[src/rtl/reflet_irq_ctrl_pkg.sv]
// Shared constants and register-offset encoding for the reflet interrupt controller.
package reflet_irq_ctrl_pkg;

  localparam int unsigned IrqNbLines = 4;
  localparam int unsigned NumRegs    = 5;

  typedef enum logic [2:0] {
    RegEnable   = 3'd0,
    RegMode     = 3'd1,
    RegPolarity = 3'd2,
    RegPending  = 3'd3,
    RegRaw      = 3'd4
  } reg_off_e;

endpackage

[src/rtl/reflet_irq_sync.sv]
// Width-bit, Stages-deep flip-flop synchroniser with asynchronous active-high reset.
module reflet_irq_sync #(
  parameter int unsigned Width  = 4,
  parameter int unsigned Stages = 2
) (
  input  logic             clk_i,
  input  logic             rst_i,
  input  logic [Width-1:0] d_i,
  output logic [Width-1:0] q_o
);

  logic [Stages-1:0][Width-1:0] chain_q;

  always_ff @(posedge clk_i or posedge rst_i) begin
    if (rst_i) begin
      chain_q <= '0;
    end else begin
      chain_q <= {chain_q[Stages-2:0], d_i};
    end
  end

  assign q_o = chain_q[Stages-1];

endmodule

[src/rtl/reflet_irq_ctrl.sv]
// Memory-mapped interrupt-source controller: synchronised request lines, per-line polarity,
// edge/level mode and enable, sticky write-1-to-clear pending flags driving ext_int.
module reflet_irq_ctrl
  import reflet_irq_ctrl_pkg::*;
#(
  parameter int unsigned          WordSize   = 16,
  parameter logic [WordSize-1:0]  BaseAddr   = 16'hFFF0,
  parameter int unsigned          SyncStages = 2
) (
  input  logic                  clk_i,
  input  logic                  reset_i,
  input  logic [WordSize-1:0]   addr_i,
  input  logic [WordSize-1:0]   data_in_i,
  input  logic                  write_en_i,
  output logic [WordSize-1:0]   data_out_o,
  input  logic [IrqNbLines-1:0] irq_in_i,
  output logic [IrqNbLines-1:0] ext_int_o
);

  logic [IrqNbLines-1:0] en_q, mode_q, pol_q, pend_q, pend_d, s_prev_q;
  logic [IrqNbLines-1:0] sync_lvl, s, rise, w1c, rdata;
  logic [WordSize-1:0]   data_q, data_d;
  logic                  sel, wr;
  reg_off_e              off;

  reflet_irq_sync #(
    .Width  (IrqNbLines),
    .Stages (SyncStages)
  ) u_sync (
    .clk_i (clk_i),
    .rst_i (reset_i),
    .d_i   (irq_in_i),
    .q_o   (sync_lvl)
  );

  assign s    = sync_lvl ^ pol_q;
  assign rise = s & ~s_prev_q;

  // Exact byte-address match only; misaligned or out-of-range addresses never select.
  always_comb begin
    sel = 1'b0;
    off = RegEnable;
    for (int k = 0; k < NumRegs; k++) begin
      if (addr_i == WordSize'(BaseAddr + k * (WordSize / 8))) begin
        sel = 1'b1;
        off = reg_off_e'(k[2:0]);
      end
    end
  end

  assign wr  = write_en_i & sel;
  assign w1c = (wr && off == RegPending) ? data_in_i[IrqNbLines-1:0] : '0;

  // Edge lines: sticky, set beats clear. Level lines: follow s every cycle.
  assign pend_d = (mode_q & ((pend_q & ~w1c) | rise)) | (~mode_q & s);

  always_comb begin
    rdata = '0;
    case (off)
      RegEnable:   rdata = en_q;
      RegMode:     rdata = mode_q;
      RegPolarity: rdata = pol_q;
      RegPending:  rdata = pend_q;
      RegRaw:      rdata = s;
      default:     rdata = '0;
    endcase
    data_d = '0;
    if (sel && !write_en_i) begin
      data_d[IrqNbLines-1:0] = rdata;
    end
  end

  always_ff @(posedge clk_i or posedge reset_i) begin
    if (reset_i) begin
      en_q     <= '0;
      mode_q   <= '0;
      pol_q    <= '0;
      pend_q   <= '0;
      s_prev_q <= '0;
      data_q   <= '0;
    end else begin
      if (wr && off == RegEnable)   en_q   <= data_in_i[IrqNbLines-1:0];
      if (wr && off == RegMode)     mode_q <= data_in_i[IrqNbLines-1:0];
      if (wr && off == RegPolarity) pol_q  <= data_in_i[IrqNbLines-1:0];
      pend_q   <= pend_d;
      s_prev_q <= s;
      data_q   <= data_d;
    end
  end

  assign ext_int_o  = pend_q & en_q;
  assign data_out_o = data_q;

endmodule

[config.mk]
export PLATFORM = sky130hd
export DESIGN_NAME = reflet_irq_ctrl
export DESIGN_NICKNAME = d
export VERILOG_FILES = /design/src/rtl/reflet_irq_ctrl_pkg.sv /design/src/rtl/reflet_irq_sync.sv /design/src/rtl/reflet_irq_ctrl.sv
export SDC_FILE = /design/constraint.sdc
export NUM_CORES = 1
export LEC_CHECK = 0
export ABC_AREA = 1
export CELL_PAD_IN_SITES_DETAIL_PLACEMENT = 1
export CELL_PAD_IN_SITES_GLOBAL_PLACEMENT = 1
export CORE_ASPECT_RATIO = 2
export CORE_MARGIN = 2
export CORE_UTILIZATION = 33
export DETAILED_ROUTE_END_ITERATION = 16
export GPL_TIMING_DRIVEN = 0
export HOLD_SLACK_MARGIN = 0.12
export PLACE_DENSITY = 0.81
export SYNTH_ARGS = -nofsm -noshare
export SYNTH_HDL_FRONTEND = slang
export SYNTH_HIERARCHICAL = 1
export SYNTH_SLANG_ARGS = --single-unit
[constraint.sdc]
create_clock -name clk_i -period 1.2 [get_ports clk_i]
set_input_delay 0.18 -clock clk_i [delete_from_list [all_inputs] [get_ports clk_i]]
set_output_delay 0.18 -clock clk_i [all_outputs]
set_load 0.01 [all_outputs]
==> impl_metrics.tcl <==
set metrics [dict create \
    syn_inst 226 \
    pwr_density_cell_nw_per_um2 860 \
    yosys_warnings 6 \
    crit_required_ps 1400 \
    tightest_slew_ps 531 \
    routed_wl_um 5290 \
    hpwl_um 3690 \
    area_delta_synth_final_pct 42.4 \
    drive_above_1_share_pct 42.6 \
    cp_max_fo 3 \
    finalSetupViolCount 0 \
    p_leak_nw 1.45 \
    finalHoldViolCount 0 \
    crit_slowest_cell "dlygate4sd2_1" \
    synth_area_leaders "dfrtp_1 43%, nand2_1 15%, buf_4 6.5%" \
    die_y_um 110 \
    placed_cells 331 \
    grt_max_degree 25 \
    syn_avg_cell_area_um2 8.18 \
    core_area_um2 5420 \
    mostFrequentLayoutCells "61 x nand2_1, 34 x buf_4, 32 x dfrtp_1" \
    timing.final.crit_share_pct 99.9 \
    slowest_delay_ps 270 \
    cp-end-kind "register" \
    rows 38 \
    cts_root_buf "clkbuf_8" \
    portBuffers 34 \
    reg2regPathDepth 6 \
    crit_chain "dlygate4sd2_1, nor2_2, nand3_1, nor2_2, nand2_1, inv_2, nand2_1, nand2_1, nor2_1, a21oi_2" \
    cts_sinks 32 \
    final_common_cell "nand2_1" \
    relSlewSlack_pct 64.5 \
    start_util_pct 34.1 \
    wl_per_cell_um 14.8 \
    hold_ws_ps 217 \
    crit_top_cell "nand2_1" \
    skew_ps 9.36 \
    ios 59 \
    critical_path_arrival_ps 1400 \
    antennaDiodeCount 0 \
    ctsLongestPathBuffers 2 \
    worstSkewPairLatency_ps 290 \
    min_period_ps 1200 \
    status "finished clean" \
    clk_pin_slew_ps 70 \
    grt_pass1_vias 1759 \
    final_cell_area_um2 2630 \
    ctsHtreeMaxLevel 2 \
    slew_viol_final 0 \
    numCtsBuffers 5 \
    synthesis.area_um2 1850 \
    rsz0062_at_grt "yes" \
    overflow 0 \
    synth_seq_cells 32 \
    synth.largest_area_cell "dfrtp_1" \
    yosysUniqueCellTypes 24 \
    die-area_um2 6260 \
    antenna_left 0 \
    fin_cells 358 \
    rr_endpoint "data_out_o[1]" \
    vdd_drop_max_v 0.000660 \
    vias_per_cell 4.76 \
    num_vias 1705 \
    grt_pass1_wl_um 8060 \
    die_w_um 56.9 \
    place_area_um2 2310 \
    cts_tree "done" \
    drt_iter0_markers 26 \
    worst-r2r-setup-slack_ps 20 \
    fmax_mhz 834 \
    grt_use_total_pct 17.4 \
    antenna_found_initial 0 \
    maxCapViolCount 0 \
    nets 337 \
    drtPass1Iterations 4 \
    place.gp.congestion 0.819 \
    drcViolationCount 0 \
    worst_setup_path_start_kind "input port" \
    timing.rr.start "u_sync/q_o[1]" \
    ys_seq_area_share_pct 43.3 \
    worstSetupPathType "input port to register" \
    hold_class "input port to async pin" \
    synth.top_cell.area_share_pct 43.3 \
]
==> logic make-up after synthesis <==
family                    after synthesis  synth area share (%)
AOI/OAI and AO/OA                       9                  3.25
xor gates and xnor gates                4                  1.89
buffers and inverters                  44                  12.5
DFF                                    32                  43.3
other                                   1                 0.203
and+or+nand+nor                       136                  38.8
==> cell type report <==
type	instances	area [um2]
Inverter	27	115
Tap cell	60	75.1
Fill cell	662	2790
Sequential cell	32	801
Multi-Input combinational cell	162	1020
Clock buffer	7	96.3
Buffer	17	128
Timing Repair Buffer	53	402
==> worst max path at each step <==
stage / end / depth (start not counted) / startpoint
finish: data_out_o[1] / 10 / addr_i[1]
global route: data_out_o[1] / 10 / addr_i[1]
CTS: en_q[0] / 10 / addr_i[6]
detailed placement: pend_q[1] / 9 / addr_i[14]
global placement: pend_q[1] / 9 / addr_i[14]
floorplan: pol_q[2] / 9 / addr_i[15]
==> cell usage after synthesis <==
| library cell | instances |
|---|---|
| nand2_1 | 73 |
| dfrtp_1 | 32 |
| inv_1 | 20 |
| buf_4 | 16 |
| nand3_1 | 15 |
| nor2_1 | 11 |
| nand2_2 | 9 |
| nand4_1 | 9 |
| inv_2 | 5 |
| nor2_4 | 5 |
| a21oi_2 | 4 |
| nand2_4 | 4 |
| nor2_2 | 4 |
| o21ai_0 | 4 |
| xor2_1 | 3 |
| inv_4 | 2 |
| nand3_4 | 2 |
| nor2_8 | 2 |
| a21oi_1 | 1 |
| and2_1 | 1 |
| buf_2 | 1 |
| conb_1 | 1 |
| nand3b_1 | 1 |
| xnor2_1 | 1 |
==> report_power, final <==
group | switching [W] | total (W) | internal (W) | leakage (nW)
clock network | 0.000380 | 0.000890 | 0.000510 | 0.0503
registers | 0.00000567 | 0.00111 | 0.00110 | 0.378
logic | 0.000148 | 0.000270 | 0.000122 | 1.02
total | 0.000533 | 0.00227 | 0.00173 | 1.45
==> through the flow <==
stage | setup slack, ps | TNS [ps] | util [%] | total power, W
floorplan | 69.3 | 0 | - | 0.00126
CTS | 0.142 | 0 | 47.5 | 0.00227
finish | 1.25 | 0 | 48.6 | 0.00227
global route | -74.4 | -339 | 48.6 | 0.00236
global placement | -617 | -15380 | 42.5 | 0.00137
detailed placement | -649 | -16370 | 42.5 | 0.00138
==> critical path, delay by kind of cell <==
kind / cells / cell delay, ps
AO/OA/AOI/OAI: 1 / 140
buffers and inverters: 2 / 370
AND/OR/NAND/NOR: 7 / 700
==> what timing repair did <==
item	in CTS	in global routing
hold buffers	0	0
gates cloned	1	0
setup buffers	14	5
endpoints found under the setup margin	28	43
pin swaps	24	31
resized for setup	58	51
==> sequential cells by signal, summed over array words and instances (netlist names) <==
register        cells
data_out_o          4
mode_q              4
u_sync/chain_q      4
en_q                4
s_prev_q            4
pol_q               4
u_sync/q_o          4
pend_q              4
==> per-layer routing <==
metal,part of all wire [%],global-route usage (%),vias to the layer above
li1,-,-,816
met1,32,16.0,814
met2,57,33.9,52
met3,3.7,2.12,23
met4,7.4,12.1,0
met5,0,0,-
(Power assumes the default switching activity.)
